<file path="src/rtl/reg_file_pkg.sv">
// rtl/reg_file_pkg.sv - shared widths, ready-tag convention and read-port helper for reg_file
//
// Purpose: single home for the register-index and ROB-tag widths used by the
// register file, dispatcher and ROB. A tag of 0 means "value is ready".
// Ports: none (package).

package reg_file_pkg;

   localparam int REGBW = 5;
   localparam int ROBBW = 4;
   localparam int NREG  = 1 << REGBW;

   localparam logic [ROBBW-1:0] TAG_READY = '0;

   typedef struct packed {
      logic [31:0]      v;
      logic [ROBBW-1:0] q;
   } rd_t;

   // One combinational read port. x0 always reads as ready zero. A commit in
   // the same cycle whose tag still matches the rename is forwarded, so the
   // reader never sees a tag that is retiring at this very edge.
   function automatic rd_t read_port(
      input logic [REGBW-1:0] idx,
      input logic [31:0]      v_at,
      input logic [ROBBW-1:0] q_at,
      input logic             c_flag,
      input logic [REGBW-1:0] c_rd,
      input logic [ROBBW-1:0] c_tag,
      input logic [31:0]      c_val
   );
      rd_t r;
      r.v = v_at;
      r.q = q_at;
      if (idx == '0) begin
         r.v = '0;
         r.q = TAG_READY;
      end else if (c_flag && (c_rd == idx) && (q_at == c_tag) && (q_at != TAG_READY)) begin
         r.v = c_val;
         r.q = TAG_READY;
      end
      return r;
   endfunction

endpackage

</file>
<file path="src/rtl/reg_file.sv">
// rtl/reg_file.sv - architectural register file with ROB rename tags and commit bypass
//
// Purpose: 32 x 32-bit value registers plus 32 rename tags. Two combinational
// read ports return value and producer tag (0 = ready), with forwarding of a
// same-cycle commit. Issue renames a register, commit writes its value and
// clears the tag only if no newer rename exists, flush drops every rename.
// Ports:
//   clk_in, rst_in (async, active-high), rdy_in (low freezes state)
//   rs1_RF/rs2_RF -> V1_RF/Q1_RF, V2_RF/Q2_RF   read ports
//   issue_flag, issue_rd, issue_rob_id           rename on dispatch
//   commit_flag, commit_rd, commit_rob_id, commit_val   ROB-head retire
//   flush_flag                                   discard all renames

module reg_file
   import reg_file_pkg::*;
(
   input  logic             clk_in,
   input  logic             rst_in,
   input  logic             rdy_in,
   input  logic [REGBW-1:0] rs1_RF,
   input  logic [REGBW-1:0] rs2_RF,
   output logic [31:0]      V1_RF,
   output logic [31:0]      V2_RF,
   output logic [ROBBW-1:0] Q1_RF,
   output logic [ROBBW-1:0] Q2_RF,
   input  logic             issue_flag,
   input  logic [REGBW-1:0] issue_rd,
   input  logic [ROBBW-1:0] issue_rob_id,
   input  logic             commit_flag,
   input  logic [REGBW-1:0] commit_rd,
   input  logic [ROBBW-1:0] commit_rob_id,
   input  logic [31:0]      commit_val,
   input  logic             flush_flag
);

   logic [31:0]      r_v [NREG];
   logic [ROBBW-1:0] r_q [NREG];

   rd_t w_rd1;
   rd_t w_rd2;

   assign w_rd1 = read_port(rs1_RF, r_v[rs1_RF], r_q[rs1_RF],
                            commit_flag, commit_rd, commit_rob_id, commit_val);
   assign w_rd2 = read_port(rs2_RF, r_v[rs2_RF], r_q[rs2_RF],
                            commit_flag, commit_rd, commit_rob_id, commit_val);

   assign V1_RF = w_rd1.v;
   assign Q1_RF = w_rd1.q;
   assign V2_RF = w_rd2.v;
   assign Q2_RF = w_rd2.q;

   logic w_commit_en;
   logic w_issue_en;

   assign w_commit_en = commit_flag && (commit_rd != '0);
   assign w_issue_en  = issue_flag && (issue_rd != '0) && !flush_flag;

   // Later assignments win: a flush overrides the commit's tag clear, and an
   // issue to the committed register keeps the newer rename.
   always_ff @(posedge clk_in or posedge rst_in) begin
      if (rst_in) begin
         for (int i = 0; i < NREG; i++) begin
            r_v[i] <= '0;
            r_q[i] <= TAG_READY;
         end
      end else if (rdy_in) begin
         if (w_commit_en) begin
            r_v[commit_rd] <= commit_val;
            if (r_q[commit_rd] == commit_rob_id)
               r_q[commit_rd] <= TAG_READY;
         end
         if (flush_flag) begin
            for (int i = 0; i < NREG; i++)
               r_q[i] <= TAG_READY;
         end else if (w_issue_en) begin
            r_q[issue_rd] <= issue_rob_id;
         end
      end
   end

endmodule
</file>
<file path="config.mk">
export PLATFORM = sky130hd
export DESIGN_NAME = reg_file
export DESIGN_NICKNAME = d
export VERILOG_FILES = /design/src/rtl/reg_file_pkg.sv /design/src/rtl/reg_file.sv
export SDC_FILE = /design/constraint.sdc
export NUM_CORES = 2
export LEC_CHECK = 0
export CAP_MARGIN = 25
export CORE_MARGIN = 5
export CORE_UTILIZATION = 55
export DETAILED_ROUTE_END_ITERATION = 6
export PLACE_DENSITY = 0.72
export SYNTH_ARGS = -nofsm -noshare
export SYNTH_HDL_FRONTEND = slang
export SYNTH_SLANG_ARGS = --single-unit
</file>
<file path="constraint.sdc">
create_clock -name clk_in -period 59.4 [get_ports clk_in]
set_input_delay 8.91 -clock clk_in [delete_from_list [all_inputs] [get_ports clk_in]]
set_output_delay 8.91 -clock clk_in [all_outputs]
set_load 0.1 [all_outputs]
</file>
# Word level (Yosys, flattened, before mapping)
# Index checks and enable logic that the tools add are counted.
[classes]
n_bitwise = 6
n_reduce_logical = 19
order_cmp = 6
eq_ne = 5
mux = 32
[op_table]
columns = ["operator", "count"]
rows = [
  ["$bwmux W1024", 1],
  ["$mux W128", 5],
  ["$bmux W32 S5", 2],
  ["$demux W32 S5", 1],
  ["$mux W32", 5],
  ["$mux W36", 4],
  ["$and A128 B128 Y128", 1],
  ["$bwmux W128", 1],
  ["$not A128 Y128", 1],
  ["$bmux W4 S5", 3],
  ["$demux W4 S5", 2],
  ["$mux W4", 8],
  ["$ge A6 B6 Y1 const B", 4],
  ["$not A5 Y6", 4],
  ["$eq A4 B4 Y1", 3],
  ["$lt A6 B1 Y1 const B", 2],
  ["$logic_and A1 B1 Y1", 11],
  ["$eq A5 B5 Y1", 2],
  ["$logic_not A5 Y1", 2],
  ["$reduce_bool A5 Y1", 2],
  ["$reduce_bool A4 Y1", 2],
  ["$reduce_and A2 Y1", 1],
  ["$logic_not A1 Y1", 1],
]
[totals]
input_bits = 66
regBits = 1152
output_inout_bits = 72
wordCells = 132

# Logic depth before layout (Yosys ltp)
[depth]
word_depth = 13
depth_mapped = 14
ltp_nobuf = 8

# Worst setup path after synthesis
# Ideal clock, no wire load.
[synth_path]
kind = "input-to-output"
startpoint = "input rs1_RF[1]"
endpoint = "output V1_RF[10]"
t_required_ns = 50.490
path_stages = 11
setup_slack_ns = 37.010
path_buffers = 4
t_arrival_ns = 13.480
cell_sequence = "buf_2 buf_2 mux4_2 o211ai_1 o22ai_1 nor3b_1 mux2_2 and2_1 buf_2 buf_2 a211oi_1"
[synth_between]
elab_chain_cells = 9
elab_cells_between_ends = 16
cone_classes = "eq/ne: 2; mux: 8; bitwise: 1; reduce/logical: 5"
[synth_rtl]
columns = ["element", "line", "rtl"]
rows = [
  ["start, declared", "reg_file.sv:20", "input logic [REGBW-1:0] rs1_RF,"],
  ["$not A5 Y6 (implied by the code)", "reg_file.sv:42", "assign w_rd1 = read_port(rs1_RF, r_v[rs1_RF], r_q[rs1_RF],"],
  ["$bmux W4 S5", "reg_file.sv:42", ""],
  ["$mux W4 (implied by the code) (2 in a row)", "reg_file.sv:42", ""],
  ["$eq A4 B4 Y1", "reg_file_pkg.sv:38", "end else if (c_flag && (c_rd == idx) && (q_at == c_tag) && (q_at != TAG_READY)) begin"],
  ["$logic_and A1 B1 Y1 (2 in a row)", "reg_file_pkg.sv:38", ""],
  ["$mux W36", "reg_file_pkg.sv:38", ""],
  ["$mux W36 (*)", "reg_file_pkg.sv:35", "if (idx == '0) begin"],
  ["end, declared", "reg_file.sv:22", "output logic [31:0] V1_RF,"],
]
# Every way passes the cells marked *; elsewhere a longest branch is shown, timed or not. The select of a mux whose other input is x is not followed.

# Final worst setup path
[layout_path]
startpoint = "input rs1_RF[1]"
endpoint = "output Q1_RF[0]"
[layout_between]
elab_chain_cells = 9
elab_cells_between_ends = 13
cone_classes = "eq/ne: 2; mux: 5; bitwise: 1; reduce/logical: 5"
[layout_rtl]
columns = ["element", "line", "rtl"]
rows = [
  ["$not A5 Y6 (implied by the code)", "reg_file.sv:42", ""],
  ["$bmux W4 S5", "reg_file.sv:42", ""],
  ["$mux W4 (implied by the code) (2 in a row)", "reg_file.sv:42", ""],
  ["$eq A4 B4 Y1", "reg_file_pkg.sv:38", ""],
  ["$logic_and A1 B1 Y1 (2 in a row)", "reg_file_pkg.sv:38", ""],
  ["$mux W36", "reg_file_pkg.sv:38", ""],
  ["$mux W36 (*)", "reg_file_pkg.sv:35", ""],
  ["end, declared", "reg_file.sv:24", "output logic [ROBBW-1:0] Q1_RF,"],
]
# Marks and branches as above.

==> results.yml <==
outcome:
  status: "finished, violations left"
  violations: "design-rule violations"
sta:
  finalHoldViolations: 0
  setup_tns_ps: 0
  finalSetupViolations: 0
  drv_slew: 0
  period_share: 0.416
  finClkSkew_ps: 28.1
  tightest_slew_ps: 1220
  min_period_ps: 24720
  grt_setup_unrepaired: "false"
  relSlewSlack: 0.187
  fmax_ghz: 0.0404
clock_network:
  ctsResizeCount: 0
  ctsHoldBuffers: 0
  htreeDepth: 3
  numClockSinks: 1152
  clk_pin_slew_ps: 60
  cts-buffers-inserted: 120
  clockBufferDepth: 3
  cts_root_buffer: "clkbuf_16"
  cts_tree: "yes"
  clk_latency_ps: 730
  post_cts_buffers: 0
job:
  drv_cap: 0
global_routing:
  first_global_vias: 44899
  grt_pass1_wl_mm: 308
  grt_max_degree: 133
  grt_usage: 0.340
  antenna_found_initial: 5
  grt.overflow.total: 0
yosys:
  synth-main-ff-cell: "dfrtp_1"
  netlist-cell-type-count: 74
  ys_seq_elements: 1152
  syn_nets: 4746
  synth_edf_count: 0
  yosys.area.top_type_share: 0.451
  postSynthCellCount: 4680
  seq_area_frac_synth: 0.451
  ys_async_sr_fraction: 1.00
  synthTopCellsByArea: "dfrtp_1, mux4_2, mux2_2, nand2_1, o21ai_0"
  synth_area_sq_um: 63900
  synth.yosys.warnings: 0
  syn_avg_cell_area_sq_um: 13.7
  yosysTopAreaCell: "dfrtp_1"
finish:
  final_cell_mix: "dfrtp_1, mux2_2, mux4_2, nand2_1, o21ai_0"
  area_growth_pct: 10.2
  drive_gt1_frac: 0.388
  fillers: 8679
  nets: 4625
  layout_commonest_cell: "dfrtp_1"
  final_cell_area_sq_um: 70400
setup_path:
  crit_fanout: 132
  required_ps: 50490
  endpoint_kind: "output pin"
  worst_setup_path_start_kind: "input port"
  worstSetupPathType: "input port to output pin"
  cp.arrival_ps: 15810
drt:
  vias_per_cell: 7.24
  ant_nets: 0
  post_drt_wl_per_cell_um: 33.7
  wirelength_mm: 209
  drc_errors: 8
  drtPass1Iterations: 7
  first_iter_violations: 6087
  vias: 44741
place:
  postPlaceCellArea_sq_um: 66000
  dpl.hpwl_mm: 119
  io_buffer_count: 137
  gp_congestion: 1.01
floorplan:
  start_util: 0.552
  die_y_um: 351
  num_io_pins: 138
  rows: 125
  die_area_sq_um: 123000
  coreArea_sq_um: 116000
  die_x_um: 351
power_and_ir_drop:
  leakage_nw: 30.0
  vdd_drop_max_mv: 0.0292
  p_total_mw: 2.18
  p_per_area_nw_per_um2: 31.0
min_path:
  min_path_type: "flop to flop"
layer usage:
layer,track usage,up-vias,wire length [um]
met5,0,-,30
met4,0.165,6,12000
met3,0.0920,618,23800
met2,0.504,2941,93600
met1,0.472,23542,79100
li1,-,17634,-
sequential cells by signal, indices dropped and copies added, names as in the netlist:
| signal | cells |
|---|---|
| r_v | 1024 |
| r_q | 128 |
cells in the mapped netlist, types with 4 or more instances:
master / count
or4bb_1: 6
nor2b_1: 81
inv_1: 54
and2_0: 5
and3_1: 15
a22o_1: 4
nand3_1: 81
xnor2_1: 9
mux2_2: 737
nand4_1: 4
buf_2: 138
a21oi_1: 24
dfrtp_1: 1152
nand2_1: 464
mux2i_1: 83
nor4_1: 11
nand2b_1: 8
buf_1: 46
o21ai_0: 337
a31oi_1: 8
a2bb2oi_1: 11
a221oi_1: 33
nor2_1: 71
and2_1: 10
buf_6: 13
nand4b_1: 5
o21ai_1: 12
xor2_1: 8
a211oi_1: 35
o21ai_2: 19
nor3_1: 22
mux4_1: 9
buf_4: 7
or4_1: 5
mux4_2: 689
or2_2: 4
o41ai_1: 11
o22ai_1: 105
a21o_1: 4
clkbuf_1: 272
o2bb2ai_1: 12
or3_1: 4
where the power goes:
group,internal [mW],leakage (nW),switching [mW]
Clock,0.464,2.03,0.329
Sequential,0.878,15.4,0.0749
Combinational,0.209,12.5,0.228
Total,1.55,30.0,0.632
cell type report:
type                       instances  area [sq um]  area share
multi-input combinational       2995         33000       0.468
sequential                      1152         28800       0.409
clock buffer                     172          3500      0.0497
timing repair buffer             236          2370      0.0336
tap                             1524          1910      0.0271
clock inverter                    47           613     0.00871
inverter                          54           210     0.00298
antenna                            3          7.51    0.000107
logic make-up after synthesis:
family / count (synthesis) / share of synthesized area
xor+xnor: 17 / 0.00233
flops: 1152 / 0.451
buf+inv: 533 / 0.0364
simple gates: 819 / 0.0591
mux: 1518 / 0.389
compound gates: 641 / 0.0615
critical path, stage by stage:
cell             delay, ps
buf_8                  590
buf_12                 750
mux4_2                 600
o211ai_1               160
o22ai_1                100
nor3b_1                880
mux2_2                 420
buf_4                  370
and2_2                 590
buf_4                  360
nor3_1                 560
clkdlybuf4s50_1       1250
through the flow:
step	util	hold slack, ps	instances	setup slack (ps)
floorplan	-	441	4680	18040
global placement	0.570	377	5950	34890
detailed placement	0.571	383	5951	34870
CTS	0.606	397	6170	34880
global route	0.608	406	6180	34790
finish	0.608	392	6183	34680
worst paths after layout:
path / start / end / slack [ps] / cells past startpoint
setup / recovery: rs1_RF[1] / Q1_RF[0] / 34680 / 12
hold / removal: r_v[1018] / r_v[1018] / 390 / 0
setup reg to reg: r_q[60] / r_q[29] / 55410 / 8
hold reg to reg: r_v[1018] / r_v[1018] / 390 / 0
max in group asynchronous: rst_in / r_v[241] / 46740 / 6
min in group asynchronous: rst_in / r_v[895] / 8720 / 2
Note: power is estimated with default switching activity, not from simulation.
